==> src/rtl/seg_scan_ctrl_pkg.sv <==
// rtl/seg_scan_ctrl_pkg.sv - shared state encodings, segment bit order and hex decoder
//
// Purpose: definitions shared by seg_scan_ctrl and hc595_shifter.
// Ports: none (package).
package seg_scan_ctrl_pkg;

  typedef enum logic [2:0] {
    ST_IDLE  = 3'd0,
    ST_LOAD  = 3'd1,
    ST_SHIFT = 3'd2,
    ST_LATCH = 3'd3,
    ST_HOLD  = 3'd4
  } scan_state_e;

  typedef enum logic [1:0] {
    SH_IDLE  = 2'd0,
    SH_SHIFT = 2'd1,
    SH_LATCH = 2'd2
  } shift_state_e;

  // Segment byte layout is {dp,g,f,e,d,c,b,a}; segment a sits in bit 0.
  localparam int SEG_DP_BIT = 7;

  // Active-high segment pattern for one hex digit.
  function automatic logic [6:0] hex_to_seg(input logic [3:0] hex);
    logic [6:0] seg;
    case (hex)
      4'h0: seg = 7'h3F;
      4'h1: seg = 7'h06;
      4'h2: seg = 7'h5B;
      4'h3: seg = 7'h4F;
      4'h4: seg = 7'h66;
      4'h5: seg = 7'h6D;
      4'h6: seg = 7'h7D;
      4'h7: seg = 7'h07;
      4'h8: seg = 7'h7F;
      4'h9: seg = 7'h6F;
      4'hA: seg = 7'h77;
      4'hB: seg = 7'h7C;
      4'hC: seg = 7'h39;
      4'hD: seg = 7'h5E;
      4'hE: seg = 7'h79;
      default: seg = 7'h71;
    endcase
    return seg;
  endfunction

endpackage

==> src/rtl/seg_scan_ctrl_hc595_shifter.sv <==
// rtl/seg_scan_ctrl_hc595_shifter.sv - serialises one byte into a 74HC595 and latches it
//
// Purpose: on start, shifts data_byte MSB first (hc595_clk low then high for
//   CLK_DIV cycles per bit), then pulses hc595_cs high for CLK_DIV cycles.
// Ports:
//   clk, rst_n            clock, synchronous active-low reset
//   start, data_byte      begin a transfer of data_byte (accepted only when idle)
//   busy                  transfer in progress
//   done                  high in the last hc595_cs-high cycle
//   hc595_data/clk/cs     pins to the shift register
module hc595_shifter
  import seg_scan_ctrl_pkg::*;
#(
  parameter int CLK_DIV = 4
) (
  input  logic       clk,
  input  logic       rst_n,
  input  logic       start,
  input  logic [7:0] data_byte,
  output logic       busy,
  output logic       done,
  output logic       hc595_data,
  output logic       hc595_clk,
  output logic       hc595_cs
);

  localparam int DIV_W = $clog2(CLK_DIV + 1);
  localparam logic [DIV_W-1:0] DIV_LAST = DIV_W'(CLK_DIV - 1);

  shift_state_e     state_q, state_d;
  logic [DIV_W-1:0] div_q, div_d;
  logic             high_q, high_d;
  logic [2:0]       bit_q, bit_d;
  logic [7:0]       sr_q, sr_d;
  logic             sclk_q, sclk_d;
  logic             cs_q, cs_d;

  always_ff @(posedge clk) begin
    if (!rst_n) begin
      state_q <= SH_IDLE;
      div_q   <= '0;
      high_q  <= 1'b0;
      bit_q   <= 3'd0;
      sr_q    <= 8'h00;
      sclk_q  <= 1'b0;
      cs_q    <= 1'b0;
    end else begin
      state_q <= state_d;
      div_q   <= div_d;
      high_q  <= high_d;
      bit_q   <= bit_d;
      sr_q    <= sr_d;
      sclk_q  <= sclk_d;
      cs_q    <= cs_d;
    end
  end

  always_comb begin
    state_d = state_q;
    div_d   = div_q;
    high_d  = high_q;
    bit_d   = bit_q;
    sr_d    = sr_q;
    sclk_d  = sclk_q;
    cs_d    = cs_q;
    done    = 1'b0;
    case (state_q)
      SH_IDLE: begin
        if (start) begin
          state_d = SH_SHIFT;
          sr_d    = data_byte;
          div_d   = '0;
          high_d  = 1'b0;
          bit_d   = 3'd0;
          sclk_d  = 1'b0;
        end
      end
      SH_SHIFT: begin
        if (div_q == DIV_LAST) begin
          div_d = '0;
          if (!high_q) begin
            sclk_d = 1'b1;
            high_d = 1'b1;
          end else begin
            // Falling edge: the next bit moves onto hc595_data while the clock is low.
            // After the 8th bit the register is all zeros, so the data pin idles low.
            sclk_d = 1'b0;
            high_d = 1'b0;
            sr_d   = {sr_q[6:0], 1'b0};
            if (bit_q == 3'd7) begin
              state_d = SH_LATCH;
              cs_d    = 1'b1;
            end else begin
              bit_d = bit_q + 3'd1;
            end
          end
        end else begin
          div_d = div_q + 1'b1;
        end
      end
      SH_LATCH: begin
        if (div_q == DIV_LAST) begin
          done    = 1'b1;
          cs_d    = 1'b0;
          div_d   = '0;
          state_d = SH_IDLE;
        end else begin
          div_d = div_q + 1'b1;
        end
      end
      default: state_d = SH_IDLE;
    endcase
  end

  assign busy       = (state_q != SH_IDLE);
  assign hc595_data = sr_q[7];
  assign hc595_clk  = sclk_q;
  assign hc595_cs   = cs_q;

endmodule

==> src/rtl/seg_scan_ctrl.sv <==
// rtl/seg_scan_ctrl.sv - 4-digit seven-segment scan controller driving a 74HC595
//
// Purpose: snapshots four hex digits per frame, decodes each to a segment byte,
//   shifts/latches it via hc595_shifter, then selects that digit for HOLD_CYCLES.
// Ports:
//   osc_clk, sys_rst_n     clock, synchronous active-low reset
//   disp_data[15:0]        digits, [3:0] -> seg_c1 ... [15:12] -> seg_c4
//   disp_dp[3:0]           decimal points, 1 = lit
//   disp_blank[3:0]        1 = digit dark (overrides data and dp)
//   disp_en                scanning enable
//   seg_c1..seg_c4         digit selects
//   hc595_data/clk/cs      shift register pins
//   frame_done             one-cycle pulse after the seg_c4 hold
module seg_scan_ctrl
  import seg_scan_ctrl_pkg::*;
#(
  parameter int CLK_DIV     = 4,
  parameter int HOLD_CYCLES = 50000,
  parameter int DIG_ACT_LOW = 1,
  parameter int SEG_ACT_LOW = 1
) (
  input  logic        osc_clk,
  input  logic        sys_rst_n,
  input  logic [15:0] disp_data,
  input  logic [3:0]  disp_dp,
  input  logic [3:0]  disp_blank,
  input  logic        disp_en,
  output logic        seg_c1,
  output logic        seg_c2,
  output logic        seg_c3,
  output logic        seg_c4,
  output logic        hc595_data,
  output logic        hc595_clk,
  output logic        hc595_cs,
  output logic        frame_done
);

  localparam int HOLD_W = $clog2(HOLD_CYCLES + 1);
  localparam logic [HOLD_W-1:0] HOLD_LAST = HOLD_W'(HOLD_CYCLES - 1);

  scan_state_e       state_q, state_d;
  logic [1:0]        idx_q, idx_d;
  logic [HOLD_W-1:0] hold_q, hold_d;
  logic [15:0]       snap_data_q, snap_data_d;
  logic [3:0]        snap_dp_q, snap_dp_d;
  logic [3:0]        snap_blank_q, snap_blank_d;
  logic              frame_done_q, frame_done_d;

  logic              take_snap;
  logic              sh_start;
  logic              sh_busy;
  logic              sh_done;
  logic [7:0]        seg_byte;
  logic [3:0]        sel;

  always_ff @(posedge osc_clk) begin
    if (!sys_rst_n) begin
      state_q      <= ST_IDLE;
      idx_q        <= 2'd0;
      hold_q       <= '0;
      snap_data_q  <= 16'h0000;
      snap_dp_q    <= 4'h0;
      snap_blank_q <= 4'h0;
      frame_done_q <= 1'b0;
    end else begin
      state_q      <= state_d;
      idx_q        <= idx_d;
      hold_q       <= hold_d;
      snap_data_q  <= snap_data_d;
      snap_dp_q    <= snap_dp_d;
      snap_blank_q <= snap_blank_d;
      frame_done_q <= frame_done_d;
    end
  end

  always_comb begin
    state_d      = state_q;
    idx_d        = idx_q;
    hold_d       = hold_q;
    frame_done_d = 1'b0;
    take_snap    = 1'b0;
    sh_start     = 1'b0;
    case (state_q)
      ST_IDLE: begin
        idx_d = 2'd0;
        if (disp_en) begin
          state_d   = ST_LOAD;
          take_snap = 1'b1;
        end
      end
      ST_LOAD: begin
        sh_start = !sh_busy;
        state_d  = ST_SHIFT;
      end
      // The shifter owns pin timing; these states only track its phase.
      ST_SHIFT: begin
        if (sh_done) begin
          state_d = ST_HOLD;
          hold_d  = '0;
        end else if (hc595_cs) begin
          state_d = ST_LATCH;
        end
      end
      ST_LATCH: begin
        if (sh_done) begin
          state_d = ST_HOLD;
          hold_d  = '0;
        end
      end
      ST_HOLD: begin
        if (hold_q == HOLD_LAST) begin
          hold_d       = '0;
          frame_done_d = (idx_q == 2'd3);
          if (disp_en) begin
            state_d   = ST_LOAD;
            idx_d     = idx_q + 2'd1;
            // Snapshot only at a frame boundary so a frame never mixes old and new digits.
            take_snap = (idx_q == 2'd3);
          end else begin
            state_d = ST_IDLE;
            idx_d   = 2'd0;
          end
        end else begin
          hold_d = hold_q + 1'b1;
        end
      end
      default: state_d = ST_IDLE;
    endcase
    snap_data_d  = take_snap ? disp_data  : snap_data_q;
    snap_dp_d    = take_snap ? disp_dp    : snap_dp_q;
    snap_blank_d = take_snap ? disp_blank : snap_blank_q;
  end

  always_comb begin
    logic [7:0] raw;
    raw = 8'h00;
    if (!snap_blank_q[idx_q]) begin
      raw[6:0]        = hex_to_seg(snap_data_q[{idx_q, 2'b00} +: 4]);
      raw[SEG_DP_BIT] = snap_dp_q[idx_q];
    end
    seg_byte = (SEG_ACT_LOW != 0) ? ~raw : raw;
  end

  hc595_shifter #(
    .CLK_DIV(CLK_DIV)
  ) u_shifter (
    .clk       (osc_clk),
    .rst_n     (sys_rst_n),
    .start     (sh_start),
    .data_byte (seg_byte),
    .busy      (sh_busy),
    .done      (sh_done),
    .hc595_data(hc595_data),
    .hc595_clk (hc595_clk),
    .hc595_cs  (hc595_cs)
  );

  // Only HOLD drives a select, so LOAD/SHIFT/LATCH keep every digit dark.
  assign sel = (state_q == ST_HOLD) ? (4'b0001 << idx_q) : 4'b0000;

  assign seg_c1     = (DIG_ACT_LOW != 0) ? ~sel[0] : sel[0];
  assign seg_c2     = (DIG_ACT_LOW != 0) ? ~sel[1] : sel[1];
  assign seg_c3     = (DIG_ACT_LOW != 0) ? ~sel[2] : sel[2];
  assign seg_c4     = (DIG_ACT_LOW != 0) ? ~sel[3] : sel[3];
  assign frame_done = frame_done_q;

endmodule

==> config.mk <==
export PLATFORM = sky130hd
export DESIGN_NAME = seg_scan_ctrl
export DESIGN_NICKNAME = d
export VERILOG_FILES = /design/src/rtl/seg_scan_ctrl_pkg.sv /design/src/rtl/seg_scan_ctrl_hc595_shifter.sv /design/src/rtl/seg_scan_ctrl.sv
export SDC_FILE = /design/constraint.sdc
export NUM_CORES = 1
export LEC_CHECK = 0
export ABC_AREA = 0
export BUFFER_PORTS_ARGS = -buffer_cell sky130_fd_sc_hd__buf_4
export CORE_UTILIZATION = 60
export CTS_CLUSTER_DIAMETER = 40
export DETAILED_ROUTE_END_ITERATION = 10
export GPL_TIMING_DRIVEN = 1
export PLACE_DENSITY_LB_ADDON = 0.25
export SLEW_MARGIN = 20
export SYNTH_ARGS = -nofsm -noshare
export SYNTH_HDL_FRONTEND = slang
export SYNTH_SLANG_ARGS = --single-unit
==> constraint.sdc <==
create_clock -name osc_clk -period 6.49 [get_ports osc_clk]
set_input_delay 0.649 -clock osc_clk [delete_from_list [all_inputs] [get_ports osc_clk]]
set_output_delay 0.649 -clock osc_clk [all_outputs]
set_load 0.02 [all_outputs]
# [Word-level counts from Yosys, hierarchy flattened]
# Memories as Yosys holds them, arrays and structs flattened.
# Index checks and enable logic that the tools add are counted.
[classes] reduce_logical=21 magnitude_cmp=1 div_mod_pow=0 mux=52 shifts=2 n_bitwise=5 mul=0 n_addsub=4 eq_ne=21
[ops] op="two-way mux 16 bit" count=2
[ops] op="two-way mux 8 bit" count=4
[ops] op="one-hot mux 16 bit (2 select lines)" count=1
[ops] op="two-way mux 3 bit" count=10
[ops] op="adder 16 x 1 -> 16 bit, second input constant" count=1
[ops] op="equality test 16 bit, second input constant" count=1
[ops] op="two-way mux 1 bit" count=16
[ops] op="one-hot mux 8 bit (2 select lines)" count=1
[ops] op="indexed part select 16 x 5 -> 4 bit" count=1
[ops] op="one-hot mux 3 bit (5 select lines)" count=1
[ops] op="AND reduction 5 bit" count=3
[ops] op="two-way mux 2 bit" count=7
[ops] op="one-hot mux 3 bit (2 select lines)" count=2
[ops] op="nonzero test 2 bit" count=6
[ops] op="inequality test 2 x 1 -> 1 bit, second input constant" count=5
[ops] op="inequality test 2 bit, second input constant" count=5
[ops] op="equality test 3 x 2 -> 1 bit, second input constant" count=3
[ops] op="inverter 8 bit" count=1
[ops] op="AND reduction 4 bit" count=2
[ops] op="adder 3 x 1 -> 3 bit, second input constant" count=2
[ops] op="equality test 3 bit, second input constant" count=2
[ops] op="one-hot mux 1 bit (2 select lines)" count=3
[ops] op="one-hot mux 2 bit (3 select lines)" count=1
[ops] op="AND reduction 2 bit" count=3
[ops] op="other kinds (16)" count=23
[totals] word_cells=120 ramBits=0 romBits=112 regBits=64 latch_bits=0 output_inout_bits=8 memories=1
[memory_table] name="(no name shown)" words=16 width=7 read_ports=1 rd_ports_with_merged_regs=0 wr=0 line_no="seg_scan_ctrl_pkg.sv:27" rtl="case (hex)"

# [Longest topological paths before layout]
# Gate-level depths: netlist of the first run.
[logic_depth] ltp_word=6 depth_mapped=11 depth_no_buf=9

# [Cells and area by module]
# A second synthesis of the first run with hierarchy kept.
[hier_totals] cells_unflattened=426 hier_area_um2=3707.3
[modules_own_cells] mod="seg_scan_ctrl" seq_area_each_um2=920.9 cells_per_inst=319 area_per_inst_um2=2742.6 n_inst=1
[modules_own_cells] mod="hc595_shifter" seq_area_each_um2=360.3 cells_per_inst=107 area_per_inst_um2=964.7 n_inst=1

# [Worst setup path after synthesis of the first run]
# OpenSTA, ideal clock, no wires.
[synth_path] path_type="reg-to-reg" start="register idx_q[0]" end="register u_shifter.sr_q[0]" required_time_ps=6371 setup_time_ps=119 path_slack_ps=4377 period_less_slack_ps=2113 path_stages_with_launch=7 arrival_ps=1994 path_cell_list="dfxtp_1 -> buf_1 -> mux2_2 -> ha_1 -> or3_1 -> a41oi_1 -> o31ai_1"
[synth_between] elab_chain_len=6 elab_cells_between_ends=8 cone_classes="1 x shift; 5 x mux; 1 x bitwise; 1 x memory"
[synth_lines] element="from (decl)" line_no="seg_scan_ctrl.sv:42" rtl="logic [1:0] idx_q, idx_d;"
[synth_lines] element="from (signal assigned)" line_no="seg_scan_ctrl.sv:67" rtl="idx_q <= idx_d;"
[synth_lines] element="indexed part select 16 x 5 -> 4 bit or binary-select mux 1 bit (select 2 bit) (tied branches)" line_no="seg_scan_ctrl.sv:138, seg_scan_ctrl.sv:137"
[synth_lines] element="memory (16 x 7 bit) or two-way mux 1 bit (tied branches)"
[synth_lines] element="two-way mux 8 bit (*)" line_no="seg_scan_ctrl.sv:137" rtl="if (!snap_blank_q[idx_q]) begin"
[synth_lines] element="inverter 8 bit (*)" line_no="seg_scan_ctrl.sv:141" rtl="seg_byte = (SEG_ACT_LOW != 0) ? ~raw : raw;"
[synth_lines] element="two-way mux 8 bit (*)" line_no="seg_scan_ctrl_hc595_shifter.sv:69" rtl="if (start) begin"
[synth_lines] element="one-hot mux 8 bit (2 select lines) (*)" line_no="seg_scan_ctrl_hc595_shifter.sv:67" rtl="case (state_q)"
[synth_lines] element="to (signal assigned)" line_no="seg_scan_ctrl_hc595_shifter.sv:52" rtl="sr_q <= sr_d;"
[synth_lines] element="to (decl)" line_no="seg_scan_ctrl_hc595_shifter.sv:34" rtl="logic [7:0] sr_q, sr_d;"
# Mark *: on every way between the ends. The rest lies on a longest branch, timed or not. The select of a mux whose other input is x is not followed.
# A chain may end at the register's enable or synchronous reset.

# [Final worst setup path of the first run]
[layout_path] start="register idx_q[1]" end="register u_shifter.sr_q[0]"
# The elaborated chain is that of the path after synthesis.

==> results.toml, run 1 <==
[outcome]
outcome = "complete, no violations"

[detailed_routing]
ant_nets = 0
highest_layer = "met4"
via_per_inst = 5.92
drtIter0Drc = 153
dr_wl_met2_um = 3550
met1_length_um = 3560
routedWlPerCell_um = 14.3
wl_um = 7490
route.detailed.drc = 0
num_vias = 3101
drt_first_pass_iters = 5
wl_met3_um = 313

[global_routing]
antenna_found_initial = 0
grt_pass1_vias = 2929
grt_usage_pct = 26.4
grt_max_degree = 62
grt_pass1_wl_um = 13000
gr-total-overflow = 0

[clocking]
clockBufferDepth = 2
clk_pin_slew_worst_paths_ps = 70
clock-sinks = 64
cts_root_buffer = "clkbuf_8"
post_cts_buffers = 0
htreeDepth = 3
ctsHoldBuffers = 0
cts_tree = "done"
clk_latency_ps = 340
cts_buffers = 9
cts_resized = 0

[setup_path]
setup.worst_path.end_class = "flip-flop"
arrival_ps = 2780
cp_slowest_cell = "dfxtp_1"
worstPathRequired_ps = 6720
cp_max_fo = 17
critical_path_class = "reg2reg"
cp-start-kind = "flip-flop"
crit_chain = "mux4_2 -> ha_1 -> a311o_1 -> a41oi_1 -> o31ai_1"
cp_slowest_stage_delay_ps = 830

[logic_synthesis]
syn_inst = 421
ys_seq_elements = 64
synth_area_leaders = "dfxtp_1, mux2i_1, nand2_1, ha_1, mux4_2"
synth_edf_count = 0
synthArstFlopShare_pct = 0
synth.most_common_cell = "nand2_1"
ys_top_cells_by_count = "nand2_1, dfxtp_1, mux2i_1"
yosysUniqueCellTypes = 57
syn_avg_cell_area_um2 = 8.60
yosysTopAreaCell = "dfxtp_1"
synth-main-ff-cell = "dfxtp_1"
ys_seq_area_share_pct = 35.4
synthesis.nets = 466
synth_top_area_share_pct = 35.4
yosysWarnings = 0
netlist_area_um2 = 3620

[placement]
dpl.hpwl_um = 5130
placed_cell_area_um2 = 3870
portBuffers = 34
gp_congestion = 0.833
dp_cells = 508

[pwr]
power_density_nw_per_um2 = 284
seqPwrFrac_pct = 41.4
p_sw_uw = 360
clkPwrFrac_pct = 32.8
vdd_ir_drop_max_mv = 0.201
swShare_pct = 31.0
p_leak_nw = 1.62
p_int_uw = 802
combPwrFrac_pct = 25.8

[sta]
max_clock_freq_mhz = 393
worst_pin_slew_ps = 775
slew_headroom_pct = 48.3
fin_crit_sh_pct = 39.2
rsz0062_at_grt = "no"
setup_viol = 0
fin_setup_tns_ps = 0
hold_viol_final = 0
maxSlewViolCount = 0
holdWs_ps = 459
period_minus_slack_ps = 2550
finClkSkew_ps = 3.12

[layout]
fin_nets = 492
antennaDiodeCount = 0
fin_cells = 524
fin_util_pct = 72.2
area_growth_pct = 13.2
drive_gt1_share_pct = 14.8
stdcell_area_um2 = 4100

[floorplan]
core_area_um2 = 5680
io-pin-count = 35
dieHeight_um = 79.7
die_area_um2 = 6350
rows = 27
initial_utilization_pct = 63.8
die_w_um = 79.7

[flow_run]
maxCapViolCount = 0

[worst_hold_path]
min_path_type = "reg2reg"
==> cells by family (layout without fill, tap and decap cells) <==
group           count (synthesis)  count (layout)  synth area share (%)
flops                          64              64                  35.4
fa+ha+maj                      18              18                  6.22
mux                            43              43                  13.8
xor+xnor                        2               2                 0.484
buf+inv                        37              68                  4.46
simple gates                  174             174                  23.5
compound gates                 83              83                  16.1
==> power by group through the flow <==
stage               Sequential (mW)  Clock, mW  Combinational (mW)
finish                        0.481      0.382               0.300
global placement              0.486          0               0.288
CTS                           0.480      0.391               0.299
global route                  0.488      0.411               0.335
floorplan                     0.482          0               0.236
detailed placement            0.489          0               0.297
==> cells in the final DEF, fill, tap and decap left out, types with 8 or more instances in the layout <==
| cell type | netlist | routed |
|---|---|---|
| ha_1 | 18 | 18 |
| nand3_1 | 9 | 9 |
| dfxtp_1 | 64 | 64 |
| buf_4 | 1 | 35 |
| clkbuf_8 | 0 | 10 |
| nor3_1 | 8 | 8 |
| nor2_1 | 28 | 28 |
| mux2i_1 | 34 | 34 |
| o21ai_0 | 15 | 15 |
| a21oi_1 | 19 | 19 |
| inv_1 | 17 | 17 |
| nand2_1 | 84 | 84 |
==> routing by layer <==
metal / global-route usage [%] / vias up
met5: 0 / -
met1: 33.9 / 1479
met4: 8.18 / 0
li1: - / 1561
met3: 8.11 / 6
met2: 42.1 / 55
==> stage by stage <==
step           power, mW  worst slack, ps
3_3_place_gp       0.774             4050
4_1_cts             1.17             3970
6_report            1.16             3940
5_1_grt             1.23             3790
3_5_place_dp       0.786             3990
2_1_floorplan      0.719             4380
==> sequential cells by signal (all words and copies together) (netlist names) <==
name and flops:
hold_q 16, u_shifter.state_q 2, u_shifter.bit_q 3, snap_dp_q 4
u_shifter.hc595_cs 1, u_shifter.sr_q 8, state_q 3, snap_blank_q 4
u_shifter.high_q 1, frame_done 1, snap_data_q 16, u_shifter.div_q 3
idx_q 2
==> final cells by class <==
cell class                      count  area, µm²
Multi-Input combinational cell    320       2180
Sequential cell                    64       1280
Tap cell                           72       90.1
Clock inverter                      5       80.1
Inverter                           17       63.8
Timing Repair Buffer               35        263
Fill cell                         470       1580
Clock buffer                       11        141
==> worst max-delay path: cells and delay by family (launching register included) <==
kind                     cells  cell delay (ps)
multiplexers                 1              650
adder cells (fa/ha/maj)      1              290
flip-flops                   1              830
AO/OA/AOI/OAI                3              670
==> final timing paths <==
check,start,endpoint,slack (ps),cells past startpoint
max,idx_q[1]$_SDFFE_PN0P_,u_shifter.sr_q[0]$_SDFFE_PN0P_,3940,5
min reg2reg,snap_dp_q[2]$_SDFFE_PN0P_,snap_dp_q[2]$_SDFFE_PN0P_,460,2
max reg2reg,idx_q[1]$_SDFFE_PN0P_,u_shifter.sr_q[0]$_SDFFE_PN0P_,3940,5
min,snap_dp_q[2]$_SDFFE_PN0P_,snap_dp_q[2]$_SDFFE_PN0P_,460,2
Power figures use the tool's default switching activity.
==> inputs of run 2 (changes only) <==
Settings changed: ABC_AREA 0 to 1, CORE_UTILIZATION 60 to 54.
Clock period 6.49 ns to 2.3 ns, I/O delays scaled along.
==> results.toml, run 2 <==
[outcome]
outcome = "complete, no violations"

[clocking]
cts_resized = 0
ctsHoldBuffers = 0
cts_root_buffer = "clkbuf_8"
clk_latency_ps = 350
clk_pin_slew_worst_paths_ps = 60
htreeDepth = 3
clock-sinks = 64
clockBufferDepth = 2
cts_tree = "done"
post_cts_buffers = 0
cts_buffers = 9

[sta]
maxSlewViolCount = 0
period_minus_slack_ps = 1950
hold_viol_final = 0
fin_crit_sh_pct = 84.6
rsz0062_at_grt = "no"
slew_headroom_pct = 67.0
max_clock_freq_mhz = 514
fin_setup_tns_ps = 0
setup_viol = 0
finClkSkew_ps = 9.47
fin_ws_ps = 353
worst_pin_slew_ps = 491

[detailed_routing]
ant_nets = 0
wl_um = 8950
drtIter0Drc = 306
via_per_inst = 5.42
route.detailed.drc = 0
routedWlPerCell_um = 13.0
num_vias = 3723
drt_first_pass_iters = 6

[logic_synthesis]
synthArstFlopShare_pct = 0
synthesis.nets = 601
synth.most_common_cell = "nand2_1"
syn_avg_cell_area_um2 = 6.85
ys_seq_area_share_pct = 33.6
syn_inst = 556
ys_top_cells_by_count = "nand2_1, nand3_1, dfxtp_1"
yosysTopAreaCell = "dfxtp_1"
synth_edf_count = 0
yosysUniqueCellTypes = 32
netlist_area_um2 = 3810
yosysWarnings = 0
synth_area_leaders = "dfxtp_1, nand2_1, nand3_1, ha_1, a21oi_2"
synth-main-ff-cell = "dfxtp_1"
ys_seq_elements = 64
synth_top_area_share_pct = 33.6

[floorplan]
core_area_um2 = 6790
die_w_um = 86.0
io-pin-count = 35
die_area_um2 = 7400
dieHeight_um = 86.0
initial_utilization_pct = 56.1
rows = 30

[layout]
mostFrequentLayoutCells = "nand2_1, nand3_1, dfxtp_1"
top_regs = "hold_q x16, snap_data_q x16, u_shifter.sr_q x8"
fin_nets = 633
antennaDiodeCount = 0
drive_gt1_share_pct = 19.5
area_growth_pct = 12.0
fin_util_pct = 62.8
fin_cells = 687
final_common_cell = "nand2_1"

[global_routing]
grt_pass1_wl_um = 15400
grt_max_degree = 26
grt_pass1_vias = 3447
gr-total-overflow = 0
met1_usage_pct = 33.9
grt_usage_pct = 25.9
grt_util_met2_pct = 42.1
use_met3_pct = 5.97
grt.busiest_layer = "met2"
antenna_found_initial = 0

[setup_path]
critical_path_class = "reg2reg"
crit_top_cell = "nand2_1"
path_buf_inv = 3
crit_chain = "inv_2 -> nand3_1 -> nand2_1 -> inv_1 -> ha_1 -> inv_1 -> nand2_1 -> nand3_1 -> nand3_1 -> nand2_1 -> nand2_1"
r2r_start = "idx_q[1]$_SDFFE_PN0P_"
cp_slowest_stage_delay_ps = 550
ff2ff_path_depth = 11
cp_top_family = "simple AND/OR/NAND/NOR gates"
cp-start-kind = "flip-flop"
setup.worst_path.end_class = "flip-flop"
arrival_ps = 2240
cp_max_fo = 9
cp_num_cells = 11
r2r-end = "u_shifter.sr_q[0]$_SDFFE_PN0P_"
cp_slowest_cell = "dfxtp_1"
worstPathRequired_ps = 2590
rrSetupSlack_ps = 350

[placement]
dp_cells = 673
gp_congestion = 0.956
post-place-ws_ps = 376
dpl.hpwl_um = 6350
portBuffers = 34

[worst_hold_path]
min_path_type = "in2reg"
worstHoldStart = "disp_data[8]"
hold_path_depth = 3
min_to = "snap_data_q[8]$_SDFFE_PN0P_"

[flow_run]
maxCapViolCount = 0

[pwr]
power_density_nw_per_um2 = 1060
vdd_ir_drop_max_mv = 0.529
p_leak_nw = 1.84
power.total_mw = 4.54
==> run 2: cell count changes after synthesis, sizes merged, moves of 6 or more <==
cell and delta:
inv +33, mux2i -34, and2 -7, nand2 +83, nand3 +88, a21oi +29
and3 -6, nor2 +23
==> run 2: where the power goes <==
part	total, mW	leakage [nW]	internal (mW)	switching, mW
Combinational	2.20	1.24	0.755	1.45
Sequential	1.52	0.522	1.35	0.166
Clock	0.820	0.0794	0.408	0.412
==> run 2: routing by layer <==
layer	wire, µm	up-vias
li1	-	1872
met1	4000	1710
met2	4280	124
met3	543	17
met4	129	0
met5	0	-
==> run 2: through the flow <==
step           hold slack (ps)  area (µm²)
6_report                   133        4270
5_1_grt                    129        4270
2_1_floorplan              366        3810
3_3_place_gp               439        4110
3_5_place_dp               440        4110
4_1_cts                    133        4270
==> run 2: worst max-delay path by stage <==
stage,start,end,slack [ps]
6_report,idx_q[1]$_SDFFE_PN0P_,u_shifter.sr_q[0]$_SDFFE_PN0P_,350
3_5_place_dp,idx_q[1]$_SDFFE_PN0P_,u_shifter.sr_q[0]$_SDFFE_PN0P_,380
4_1_cts,idx_q[1]$_SDFFE_PN0P_,u_shifter.sr_q[0]$_SDFFE_PN0P_,380
2_1_floorplan,idx_q[0]$_SDFFE_PN0P_,u_shifter.sr_q[3]$_SDFFE_PN0P_,560
5_1_grt,idx_q[1]$_SDFFE_PN0P_,u_shifter.sr_q[3]$_SDFFE_PN0P_,150
3_3_place_gp,idx_q[1]$_SDFFE_PN0P_,u_shifter.sr_q[3]$_SDFFE_PN0P_,460
==> run 2: cell families (layout without fill, tap and decap cells) <==
family / Yosys count / count (layout) / synth area share, %
adders and majority gates: 18 / 18 / 5.91
buffers and inverters: 69 / 104 / 7.91
AOI/OAI and AO/OA: 72 / 72 / 12.0
and+or+nand+nor: 333 / 333 / 40.6
DFF: 64 / 64 / 33.6
==> run 2: final cells by class <==
class	instances	area, µm²
inverters	51	191
well taps	96	120
flip-flops and latches	64	1280
multi-input cells	423	2230
repair buffers	39	293
clock buffers	13	149
clock inverters	1	5.00
fillers	612	2530
==> run 2: worst reg2reg max path: stages, from the launching register on <==
cell     delay [ps]
dfxtp_1         550
inv_2           180
nand3_1         120
nand2_1         170
inv_1           170
ha_1            260
inv_1            80
nand2_1          90
nand3_1          70
nand3_1         100
nand2_1          60
nand2_1          50
